`config.mk`:
```
export PLATFORM = sky130hd
export DESIGN_NAME = mem_resp_pipe
export DESIGN_NICKNAME = d
export VERILOG_FILES = /design/src/rtl/ext_mem_model_pkg.sv /design/src/rtl/mem_resp_pipe.sv
export SDC_FILE = /design/constraint.sdc
export NUM_CORES = 1
export LEC_CHECK = 0
export ABC_AREA = 1
export CAP_MARGIN = 20
export CELL_PAD_IN_SITES_DETAIL_PLACEMENT = 1
export CELL_PAD_IN_SITES_GLOBAL_PLACEMENT = 1
export CORE_ASPECT_RATIO = 0.5
export CORE_MARGIN = 2
export CORE_UTILIZATION = 39
export CTS_CLUSTER_SIZE = 30
export DETAILED_ROUTE_END_ITERATION = 10
export GPL_ROUTABILITY_DRIVEN = 0
export PLACE_DENSITY = 0.89
export SYNTH_ARGS = -nofsm -noshare
export SYNTH_HDL_FRONTEND = slang
export SYNTH_SLANG_ARGS = --single-unit
export TNS_END_PERCENT = 5
```
`constraint.sdc`:
```
create_clock -name clk -period 1.1 [get_ports clk]
set_input_delay 0.33 -clock clk [delete_from_list [all_inputs] [get_ports clk]]
set_output_delay 0.33 -clock clk [all_outputs]
set_load 0.005 [all_outputs]
```
`src/rtl/ext_mem_model_pkg.sv`:
```
// rtl/ext_mem_model_pkg.sv - shared widths, defaults and FSM state type for the external memory model
package ext_mem_model_pkg;

    localparam int MEM_ADDR_BITS      = 28;
    localparam int MEM_DATA_BITS      = 128;
    localparam int MEM_TAG_BITS       = 5;
    localparam int MEM_MASK_BITS      = MEM_DATA_BITS / 8;
    localparam int MEM_RAM_INDEX_BITS = 20;
    localparam int MEM_LATENCY        = 4;

    typedef enum logic {
        IDLE  = 1'b0,
        WDATA = 1'b1
    } mem_state_e;

endpackage

```
`src/rtl/mem_resp_pipe.sv`:
```
// rtl/mem_resp_pipe.sv - LATENCY-stage valid/tag/data shift register carrying read responses
//
// Ports:
//   clk       in   clock, rising edge
//   resetn    in   synchronous active-low clear of every stage
//   in_valid  in   a read was accepted on this edge
//   in_tag    in   tag of the accepted read
//   in_data   in   line sampled from the memory array on the accept edge
//   out_valid out  response valid, LATENCY cycles after the accept cycle
//   out_tag   out  tag of the response
//   out_data  out  line data of the response
module mem_resp_pipe
    import ext_mem_model_pkg::*;
#(
    parameter int LATENCY   = MEM_LATENCY,
    parameter int TAG_BITS  = MEM_TAG_BITS,
    parameter int DATA_BITS = MEM_DATA_BITS
) (
    input  logic                 clk,
    input  logic                 resetn,
    input  logic                 in_valid,
    input  logic [TAG_BITS-1:0]  in_tag,
    input  logic [DATA_BITS-1:0] in_data,
    output logic                 out_valid,
    output logic [TAG_BITS-1:0]  out_tag,
    output logic [DATA_BITS-1:0] out_data
);

    logic [LATENCY-1:0]                valid_q, valid_d;
    logic [LATENCY-1:0][TAG_BITS-1:0]  tag_q,   tag_d;
    logic [LATENCY-1:0][DATA_BITS-1:0] data_q,  data_d;

    // Empty slots carry zero tag/data so the response outputs are quiet
    // whenever no response is being presented.
    always_comb begin
        valid_d   = valid_q;
        tag_d     = tag_q;
        data_d    = data_q;
        valid_d[0] = in_valid;
        tag_d[0]   = in_valid ? in_tag  : '0;
        data_d[0]  = in_valid ? in_data : '0;
        for (int i = 1; i < LATENCY; i++) begin
            valid_d[i] = valid_q[i-1];
            tag_d[i]   = tag_q[i-1];
            data_d[i]  = data_q[i-1];
        end
    end

    always_ff @(posedge clk) begin
        if (!resetn) begin
            valid_q <= '0;
            tag_q   <= '0;
            data_q  <= '0;
        end else begin
            valid_q <= valid_d;
            tag_q   <= tag_d;
            data_q  <= data_d;
        end
    end

    assign out_valid = valid_q[LATENCY-1];
    assign out_tag   = tag_q[LATENCY-1];
    assign out_data  = data_q[LATENCY-1];

endmodule

```
==> run metrics <==
status=finished, violations left; failing checks=negative setup slack; Clock Skews=0.02228 ns; Final Hold Fails=0; fin util=0.5138; Initial Utilization=0.3928; RSZ-0062 raised after global routing=yes; total leakage power=11.86 nW; Arrival @ worst endpoint=1.03 ns; Final HPWL DP=26,260 um; CP max stage delay=0.36 ns; vias in the first global route=11,680; critical path fanouts, max=1; slowest CP cell=dfxtp_2; Crit Path Category=reg2out; Stages on worst setup path=1; Die Span Y=143.6 um; cell area after layout=19,870 um2; period utilisation layout=1.241; DRT antenna net count=0; cells after synthesis=1,667; io pins=270; pwr/cell area=1907 nW/um2; drt drc=0; R2R Path Start=data_d[331]; VDD IR-drop max=0.001034 V; Core Region=38,670 um2; worst hold start=resetn; Reg power frac=0.529; CTS Buf Count=45; postcts setup bufs=0; Critical Path RT=0.77 ns; area occupied by registers=10,830 um2; first-pass GRT wire length=63,050 um; Die ar.=40,640 um2; placed instance area=18,500 um2; pin count of the biggest net entering global routing=48; Skew-Pair Late Insertion Delay=0.57 ns; CP cell instances=buf_6; critical path capture point type=output pin; fin nets=2,090; Pre-antenna DRT Iters=4; Mapped Nets=1,803; power share of the clock group=0.431; GRT Util Overall=0.2019; layout cell share with drive strength beyond 1=0.1562; Hold Path End=out_data[81]; end of the worst register-to-register path=data_d[459]; Synth warnings=0; critical path launch point type=flip-flop; actual slew at the worst max-slew pin=0.3259 ns; Setup Viol. Count Final=134; Sink Count=536; initial antenna violation count=6; Routed Wire Length=41,830 um; family with the most delay on the worst path=flip-flops; reg-to-reg slack, setup=0.50 ns; hold path depth=4; Clk Tree Root Cell=clkbuf_16; Syn Area/Cell=9.113 um2; Initial DRC Count=347; Switch Pwr=8.148 mW; switch share=0.2150; CTS tree=built; top cells by area, synth=dfxtp_1, inv_1, nand2_1; sequential fraction of the synthesis area=0.7064; synth cell count leaders=dfxtp_1, inv_1, nand2_1; Seq cells post-synth=536; Yosys cell types=8; CP startpoint=out_data[0]; Post-synth EDFFs=0; Fmax=0.7327 GHz; FFs w/ async S/R, synth=0; Main synth FF type=dfxtp_1; internal power=29.74 mW; reg2reg path depth=2; CTS max path bufs=3; relative slew slack=0.7828; wire length per cell=16.58 um; max-slew violations=0; hold crit path type=in2reg; Post-Synthesis Cell Area=15,190 um2; combinational share of power=0.041; Worst Path Buf+Inv=1; Worst Slack Setup Final=-0.2648 ns; H-tree levels=2; # fillers=4,437; footprint of the multi-input gates=2019 um2; num rows=51; routed vias/inst=4.106; post-synth top area share=0.7064; IO Port Bufs=269; dominant cell type by area after synthesis=dfxtp_1; Max-Cap Viols=0; area grow syn2layout=30.80%; Die Wd=283.1 um; minimum clock period=1.365 ns; gr ovfl total=0; Clock transition at path regs=0.08 ns; hold_buf cts=0; DR vias=10,360
-- logic make-up after synthesis --
| group | count (synthesis) | synth area share |
|---|---|---|
| buf+inv | 595 | 0.1610 |
| flops | 536 | 0.7064 |
| simple gates | 536 | 0.1326 |
-- power by group through the flow --
stage          Combinational (mW)  Sequential [mW]  Clock [mW]
2_1_floorplan               0.677             20.4           0
3_3_place_gp                 1.43             20.4           0
3_5_place_dp                 1.52             20.4           0
4_1_cts                      1.55             20.0        16.7
5_1_grt                      1.70             20.1        17.6
6_report                     1.55             20.0        16.3
-- routing by layer --
layer  global-route usage  vias to the layer above  share of wire
met5                    0                        -              0
met4               0.1253                        0          0.061
met3              0.03397                      139          0.027
met2               0.4217                      209           0.58
met1               0.1818                     4975           0.33
li1                     -                     5037              -
-- timing repair --
action / CTS / global route
endpoints found under the setup margin: 134 / 134
gates resized for setup: 638 / 52
endpoints found under the hold margin: 0 / 0
-- worst max path at each step --
stage / to / slack [ns]
finish: out_data[0] / -0.26
global route: out_data[0] / -0.30
CTS: out_data[78] / -0.29
detailed placement: data_d[209] / -0.30
global placement: data_d[158] / -0.27
floorplan: data_d[200] / 0.11
-- stage by stage --
step           setup WS (ns)  hold WS [ns]  std cells  setup TNS [ns]  power [mW]
6_report             -0.2648        0.1917       2523          -29.02       37.89
5_1_grt              -0.2965        0.1717       2522          -34.26       39.31
4_1_cts              -0.2887        0.1590       2515          -32.56       38.24
3_3_place_gp         -0.2695        0.3913       2437          -38.23       21.84
3_5_place_dp         -0.2993        0.3992       2437          -41.28       21.96
2_1_floorplan         0.1091        0.3905       1667               0       21.07
-- cell type report --
type | instances | area share
clock inverter | 13 | 0.01007
antenna | 8 | 0.001007
tap | 530 | 0.03337
inverter | 536 | 0.1013
timing repair buffer | 299 | 0.1433
sequential | 536 | 0.5449
multi-input combinational | 536 | 0.1016
clock buffer | 65 | 0.06448
-- placed cells by master, fill, tap and decap left out --
| cell type | instances |
|---|---|
| clkdlybuf4s50_1 | 134 |
| clkbuf_16 | 45 |
| buf_2 | 63 |
| buf_6 | 71 |
| dfxtp_2 | 78 |
| inv_6 | 2 |
| clkbuf_1 | 12 |
| buf_8 | 1 |
| bufinv_16 | 4 |
| clkinv_4 | 2 |
| inv_1 | 536 |
| buf_4 | 18 |
| dfxtp_1 | 458 |
| buf_12 | 12 |
| nand2_4 | 1 |
| nor2_1 | 133 |
| diode_2 | 8 |
| inv_16 | 1 |
| clkbuf_8 | 8 |
| clkinvlp_4 | 2 |
| nand2_1 | 402 |
| clkinv_2 | 2 |
-- sequential cells by signal, indices dropped and copies added, names as in the netlist --
signal / count
valid_q: 4
tag_d: 15
data_d: 384
out_tag: 5
out_data: 128
(Power assumes the default switching activity.)
